### config.mk
export PLATFORM = sky130hd
export DESIGN_NAME = multiplicador_seq
export DESIGN_NICKNAME = d
export VERILOG_FILES = /design/src/rtl/multiplicador_seq_pkg.sv /design/src/rtl/multiplicador_seq_abs_val.sv /design/src/rtl/multiplicador_seq.sv
export SDC_FILE = /design/constraint.sdc
export NUM_CORES = 1
export LEC_CHECK = 0
export ABC_AREA = 1
export CORE_UTILIZATION = 35
export DETAILED_ROUTE_END_ITERATION = 8
export PLACE_DENSITY_LB_ADDON = 0.12
export SYNTH_ARGS = -nofsm -noshare
export SYNTH_HDL_FRONTEND = slang
export SYNTH_SLANG_ARGS = --single-unit
### constraint.sdc
create_clock -name clk -period 3.15 [get_ports clk]
set_input_delay 0.7875 -clock clk [delete_from_list [all_inputs] [get_ports clk]]
set_output_delay 0.7875 -clock clk [all_outputs]
set_load 0.03 [all_outputs]
### src/rtl/multiplicador_seq_pkg.sv
// Shared types and defaults for the sequential signed multiplier.
package multiplicador_seq_pkg;

    localparam int WIDTH_DEF = 8;

    typedef enum logic [1:0] {
        IDLE = 2'd0,
        CALC = 2'd1,
        DONE = 2'd2
    } state_t;

endpackage

### src/rtl/multiplicador_seq_abs_val.sv
// Two's-complement to unsigned magnitude; -2^(W-1) maps to 2^(W-1).
module abs_val #(
    parameter int W = 8
) (
    input  logic [W-1:0] x,
    output logic [W-1:0] mag
);

    assign mag = x[W-1] ? (~x + W'(1)) : x;

endmodule

### src/rtl/multiplicador_seq.sv
// Sequential signed multiplier: shift-add on operand magnitudes, one multiplier
// bit per clock, product reported as unsigned magnitude plus a sign flag.
module multiplicador_seq
    import multiplicador_seq_pkg::*;
#(
    parameter int WIDTH = WIDTH_DEF
) (
    input  logic               clk,
    input  logic               rst,
    input  logic [WIDTH-1:0]   A,
    input  logic [WIDTH-1:0]   B,
    input  logic               start,
    output logic [2*WIDTH-1:0] c,
    output logic               neg,
    output logic               done
);

    localparam int CW = $clog2(WIDTH) + 1;

    state_t             state_q;
    logic [2*WIDTH-1:0] mcand_q;
    logic [WIDTH-1:0]   mplier_q;
    logic [2*WIDTH-1:0] acc_q;
    logic [2*WIDTH-1:0] acc_d;
    logic [CW-1:0]      cnt_q;
    logic               sign_q;
    logic [2*WIDTH-1:0] c_q;
    logic               neg_q;
    logic               done_q;
    logic [WIDTH-1:0]   a_mag;
    logic [WIDTH-1:0]   b_mag;

    abs_val #(.W(WIDTH)) u_abs_a (.x(A), .mag(a_mag));
    abs_val #(.W(WIDTH)) u_abs_b (.x(B), .mag(b_mag));

    assign acc_d = acc_q + (mplier_q[0] ? mcand_q : '0);

    always_ff @(posedge clk) begin
        if (rst) begin
            state_q  <= IDLE;
            mcand_q  <= '0;
            mplier_q <= '0;
            acc_q    <= '0;
            cnt_q    <= '0;
            sign_q   <= 1'b0;
            c_q      <= '0;
            neg_q    <= 1'b0;
            done_q   <= 1'b0;
        end else begin
            case (state_q)
                IDLE: begin
                    if (start) begin
                        mcand_q  <= {{WIDTH{1'b0}}, a_mag};
                        mplier_q <= b_mag;
                        sign_q   <= A[WIDTH-1] ^ B[WIDTH-1];
                        acc_q    <= '0;
                        cnt_q    <= '0;
                        state_q  <= CALC;
                    end
                end
                CALC: begin
                    acc_q    <= acc_d;
                    mcand_q  <= mcand_q << 1;
                    mplier_q <= mplier_q >> 1;
                    cnt_q    <= cnt_q + CW'(1);
                    // Last multiplier bit: publish the result from the final sum.
                    if (cnt_q == CW'(WIDTH - 1)) begin
                        c_q     <= acc_d;
                        neg_q   <= sign_q & (acc_d != '0);
                        done_q  <= 1'b1;
                        state_q <= DONE;
                    end
                end
                DONE: begin
                    if (!start) begin
                        done_q  <= 1'b0;
                        state_q <= IDLE;
                    end
                end
                default: state_q <= IDLE;
            endcase
        end
    end

    assign c    = c_q;
    assign neg  = neg_q;
    assign done = done_q;

endmodule

After elaboration in Yosys (flattened, before gate mapping) --
Cells that the tools add are included.
Word-level totals: flip-flop bits (word level) 65, output and inout port bits 18
Operators by class: $add $sub $neg 4, equal/unequal tests 6, mux-type cells 18, bitwise gates (word level) 4, reductions and logical operators 9
Operator list (count):
- 16-bit one-hot mux with 2 select lines | 2
- 16-bit two-way mux | 3
- 8-bit two-way mux | 3
- 16-bit adder | 1
- 8-bit by 1-bit adder with 8-bit output (second input constant) | 2
- 8-bit NOT | 2
- 8-bit one-hot mux with 2 select lines | 1
- 16-bit nonzero test | 1
- 4-bit one-hot mux with 2 select lines | 1
- 2-bit two-way mux | 3
- 2-bit != test (second input constant) | 3
- 2-bit one-hot mux with 3 select lines | 1
- 2-bit AND reduction | 3
- 3-bit AND reduction | 2
- 4-bit by 1-bit adder with 4-bit output (second input constant) | 1
- 4-bit by 3-bit == test with 1-bit output (second input constant) | 1
- 4-bit two-way mux | 1
- 2-bit nonzero test | 2
- 2-bit by 1-bit == test with 1-bit output (second input constant) | 1
- 2-bit == test (second input constant) | 1
- 2-bit logical NOT | 1
- 1-bit two-way mux | 2
- 1-bit one-hot mux with 2 select lines | 1
- 1-bit bitwise AND | 1
- 1-bit XOR | 1

Logic depth before layout (Yosys ltp) --
word-level depth 5, mapped depth 20, depth with buffers taken out 18

Modules after synthesis --
A second synthesis with hierarchy kept.
Second synthesis, totals: cell total of the unflattened synthesis 621, area, all modules 3987.6 um2
Modules (own cells, without submodules):
- multiplicador_seq | times used 1, cells each 543, area each 3594.7 um2, seq. area each 1301.2 um2
- abs_val | times used 2, cells each 39, area each 196.4 um2, seq. area each 0.0 um2

Least setup slack after synthesis --
OpenSTA, ideal clock, no wires.
kind register -> register, from reg mplier_q[0], to reg neg_q (netlist: neg), arrival 2.436 ns, data required time 3.036 ns, setup slack 0.600 ns, stages on the path, launching flop included 18, period minus slack after synthesis 2.550 ns, cells stage by stage dfxtp_1 buf_2 clkbuf_1 nand2_1 inv_1 ha_1 inv_1 fa_1 inv_1 or2_2 nor2_1 nand3_1 nor2_1 nand3_1 nor2_1 nand3_1 nand2_1 a21oi_2
Between the ends: word-level cells in the longest chain between the ends 4
Ends and longest elaborated chain:
- from (decl) | RTL line multiplicador_seq.sv:22 | logic [WIDTH-1:0] mplier_q;
- from (signal assigned) | RTL line multiplicador_seq.sv:54 | mplier_q <= b_mag;
- from (signal assigned) | RTL line multiplicador_seq.sv:64 | mplier_q <= mplier_q >> 1;
- 16-bit two-way mux | RTL line multiplicador_seq.sv:36 | assign acc_d = acc_q + (mplier_q[0] ? mcand_q : '0);
- 16-bit adder | RTL line multiplicador_seq.sv:36
- 16-bit nonzero test | RTL line multiplicador_seq.sv:69 | neg_q <= sign_q & (acc_d != '0);
- 1-bit bitwise AND | RTL line multiplicador_seq.sv:69
- to (signal assigned) | RTL line multiplicador_seq.sv:69
- to (decl) | RTL line multiplicador_seq.sv:28 | logic neg_q;
Every way passes these cells. A chain may end at the register's enable or synchronous reset.

Worst setup path in the final report --
from reg mcand_q[0], to reg neg_q (netlist: neg)
Between the ends: word-level cells in the longest chain between the ends 4
Ends and longest elaborated chain:
- from (decl) | RTL line multiplicador_seq.sv:21 | logic [2*WIDTH-1:0] mcand_q;
- from (signal assigned) | RTL line multiplicador_seq.sv:53 | mcand_q <= {{WIDTH{1'b0}}, a_mag};
- from (signal assigned) | RTL line multiplicador_seq.sv:63 | mcand_q <= mcand_q << 1;
- 16-bit two-way mux | RTL line multiplicador_seq.sv:36
- 16-bit adder | RTL line multiplicador_seq.sv:36
- 16-bit nonzero test | RTL line multiplicador_seq.sv:69
- 1-bit bitwise AND | RTL line multiplicador_seq.sv:69
Every way passes these cells.

==> flow_summary.yaml <==
global_routing:
  gr-total-overflow: 0
  track_usage: 0.190
  grt_max_degree: 53
  grt_pass1_wl_mm: 17.4
  grt_pass1_vias: 3593
  antenna_found_initial: 0
synthesis:
  ys_top_cells_by_area: "dfxtp_1 33%, nand2_1 18%, inv_1 8.3%"
  synth_fp_nets: 650
  synth_seq_area_share: 0.326
  synth_top_family_by_area: "simple AND/OR/NAND/NOR gates"
  synth_warnings: 0
  synthFlopType: "dfxtp_1"
  synthXorXnorAreaFrac: 0.0154
  netlist.area_leader.share: 0.326
  synthDistinctLibCells: 42
  syn_area_um2: 3990
  synth_mux_area_frac: 0
  synthAdderAreaFrac: 0.0614
  synth_edf_count: 0
  ys_seq_elements: 65
  synth.most_common_cell: "nand2_1"
  synthSimpleGateAreaFrac: 0.343
  yosys.area.top_type: "dfxtp_1"
  syn_area_per_cell_um2: 6.52
  synthArstFlopShare: 0
  ys_top_cells_by_count: "195 x nand2_1, 88 x inv_1, 65 x dfxtp_1"
  synth-compound-area-share: 0.135
  synth_cells: 612
setup_path:
  reg2reg_to: "neg$_SDFFE_PP0P_"
  critPathMaxStageDelay_ns: 0.52
  cp.buffers_inverters: 3
  worst_ep_arrival_time_ns: 2.59
  critical_path.top_delay_family: "simple AND/OR/NAND/NOR gates"
  cp.required_ns: 3.35
  crit_path_end_kind: "flip-flop"
  worst_setup_path_start_kind: "flip-flop"
  startpoint: "mcand_q[0]$_SDFFE_PP0P_"
  rr_worst_depth: 15
  worstSetupPathDepth: 15
  rrSetupSlack_ns: 0.77
  crit_path_cell_trace: "nand2_1 -> inv_1 -> ha_1 -> inv_1 -> fa_1 -> inv_1 -> or2_2 -> nor2_1 -> nand3_1 -> nor2_1 -> nand3_1 -> nor2_1 -> nand3_1 -> nand2_1 -> a21oi_2"
  crit_type: "reg2reg"
  cp_slowest_cell: "fa_1"
  worstReg2RegStart: "mcand_q[0]$_SDFFE_PP0P_"
  path_max_fanout: 3
  cp-endpoint: "neg$_SDFFE_PP0P_"
sta:
  finalMaxSlewViolations: 0
  grt_setup_unrepaired: "false"
  hold_viol: 0
  setup_viol: 0
  slew-limit-headroom: 0.589
  holdWs_ns: 0.463
  max_clock_freq_mhz: 420
  tns_ns: 0
  fin_crit_ns: 2.38
  layout_setup_ws_ns: 0.769
  fin_crit_sh: 0.756
  finClkSkew_ns: 0.00829
  max_slew.worst_pin.slew_ns: 0.615
clocking:
  clkTransAtPathRegs_ns: 0.06
  htreeDepth: 3
  ctsResizeCount: 0
  clk_latency_ns: 0.34
  postCtsSetupBuffers: 0
  root_buffer: "clkbuf_16"
  clockBufferDepth: 2
  cts_buffers: 9
  cts_num_sinks: 65
  cts_tree: "built"
  cts_hold_repair.buffers: 0
routing:
  wl_mm: 10.0
  avgViaCountPerCell: 4.79
  drt_iter0_markers: 158
  drc: 0
  vias: 3772
  antenna_left: 0
  firstDrtPassIters: 4
  wire_per_inst_um: 12.7
placement:
  placed_area_um2: 4440
  dp.cells: 772
  io_buffers: 36
  place_hpwl_mm: 7.27
  gp_congestion: 0.858
  place_ws_ns: 0.634
finish:
  multi_input_area_um2: 2210
  drive_above_1_share: 0.0988
  n_fill_cell: 1162
  final_cells: 788
  diodes: 0
  stdcell_area_um2: 4720
  nets: 681
  fin_util: 0.429
  syn2layout_area_growth_pct: 18.1
  seq_area_um2: 1300
floorplanning:
  die_w_um: 109
  start_util: 0.364
  io_pins: 37
  core_area_um2: 11000
  dieArea_um2: 11800
  fp.dieH_um: 109
  row_count: 38
power:
  powerDensity_nw_per_um2: 423
  leakage_nw: 2.23
  p_total_mw: 2.00
  ir_drop_uv: 218
min_path:
  hp-class: "reg2reg"
run_status:
  outcome: "completed"
job:
  drv_cap: 0
## report_power, final
part | internal [mW] | switching (mW) | leakage (nW)
logic | 0.0682 | 0.121 | 1.57
registers | 0.842 | 0.0131 | 0.527
clock network | 0.538 | 0.415 | 0.128
## logic make-up (layout without fill, tap and decap cells)
group	count (synthesis)	after routing
AND/OR/NAND/NOR	311	311
buffers and inverters	115	151
AO/OA/AOI/OAI	95	95
flip-flops	65	65
adder cells (fa/ha/maj)	19	19
XOR/XNOR	7	7
## cell type report
| cell class | instances | area share |
|---|---|---|
| multi-input combinational | 432 | 0.469 |
| inverter | 93 | 0.0740 |
| tap | 140 | 0.0371 |
| clock inverter | 7 | 0.0114 |
| timing repair buffer | 42 | 0.0849 |
| clock buffer | 9 | 0.0477 |
| sequential | 65 | 0.276 |
## how the worst min path moves through the flow
stage                              startpoint                   to  slack [ns]  depth (start not counted)
after floorplan           sign_q$_SDFFE_PP0P_  sign_q$_SDFFE_PP0P_        0.43                          2
after global placement    sign_q$_SDFFE_PP0P_  sign_q$_SDFFE_PP0P_        0.45                          2
after detailed placement    c[8]$_SDFFE_PP0P_    c[8]$_SDFFE_PP0P_        0.46                          2
after CTS                   c[8]$_SDFFE_PP0P_    c[8]$_SDFFE_PP0P_        0.47                          2
after global routing        c[8]$_SDFFE_PP0P_    c[8]$_SDFFE_PP0P_        0.48                          2
final                       c[8]$_SDFFE_PP0P_    c[8]$_SDFFE_PP0P_        0.46                          2
## worst reg2reg max path, stage by stage (launching register included)
cell	delay [ns]
dfxtp_1	0.35
nand2_1	0.06
inv_1	0.05
ha_1	0.20
inv_1	0.07
fa_1	0.52
inv_1	0.06
or2_2	0.26
nor2_1	0.10
nand3_1	0.09
nor2_1	0.09
nand3_1	0.10
nor2_1	0.11
nand3_1	0.07
nand2_1	0.07
a21oi_2	0.05
## metal layers
layer  track usage  routed length [um]  vias up
met3        0.0400                 335       13
met1         0.253                5100     1708
met4        0.0627                 196        0
met2         0.306                4420       53
met5             0                   0        -
li1              -                   -     1998
## flip-flops by register name, indices dropped and copies added (netlist names)
| name | flops |
|---|---|
| cnt_q | 4 |
| c | 16 |
| mcand_q | 16 |
| mplier_q | 8 |
| acc_q | 16 |
| neg | 1 |
| done | 1 |
| sign_q | 1 |
| state_q | 2 |
## cells in the final DEF, fill, tap and decap left out, types with 6 or more instances in the layout
cell | Yosys | layout
nor2_1 | 35 | 35
a21oi_1 | 50 | 50
o21ai_0 | 16 | 16
buf_4 | 3 | 6
nand3_2 | 6 | 6
nor2_2 | 8 | 8
inv_1 | 88 | 88
ha_1 | 18 | 18
a31oi_1 | 8 | 8
nor3_1 | 6 | 6
nand2_1 | 195 | 195
nand2_2 | 13 | 13
nand3_1 | 32 | 32
o211ai_1 | 6 | 6
clkbuf_16 | 0 | 9
clkdlybuf4s50_1 | 0 | 35
dfxtp_1 | 65 | 65
(Power assumes the default switching activity.)
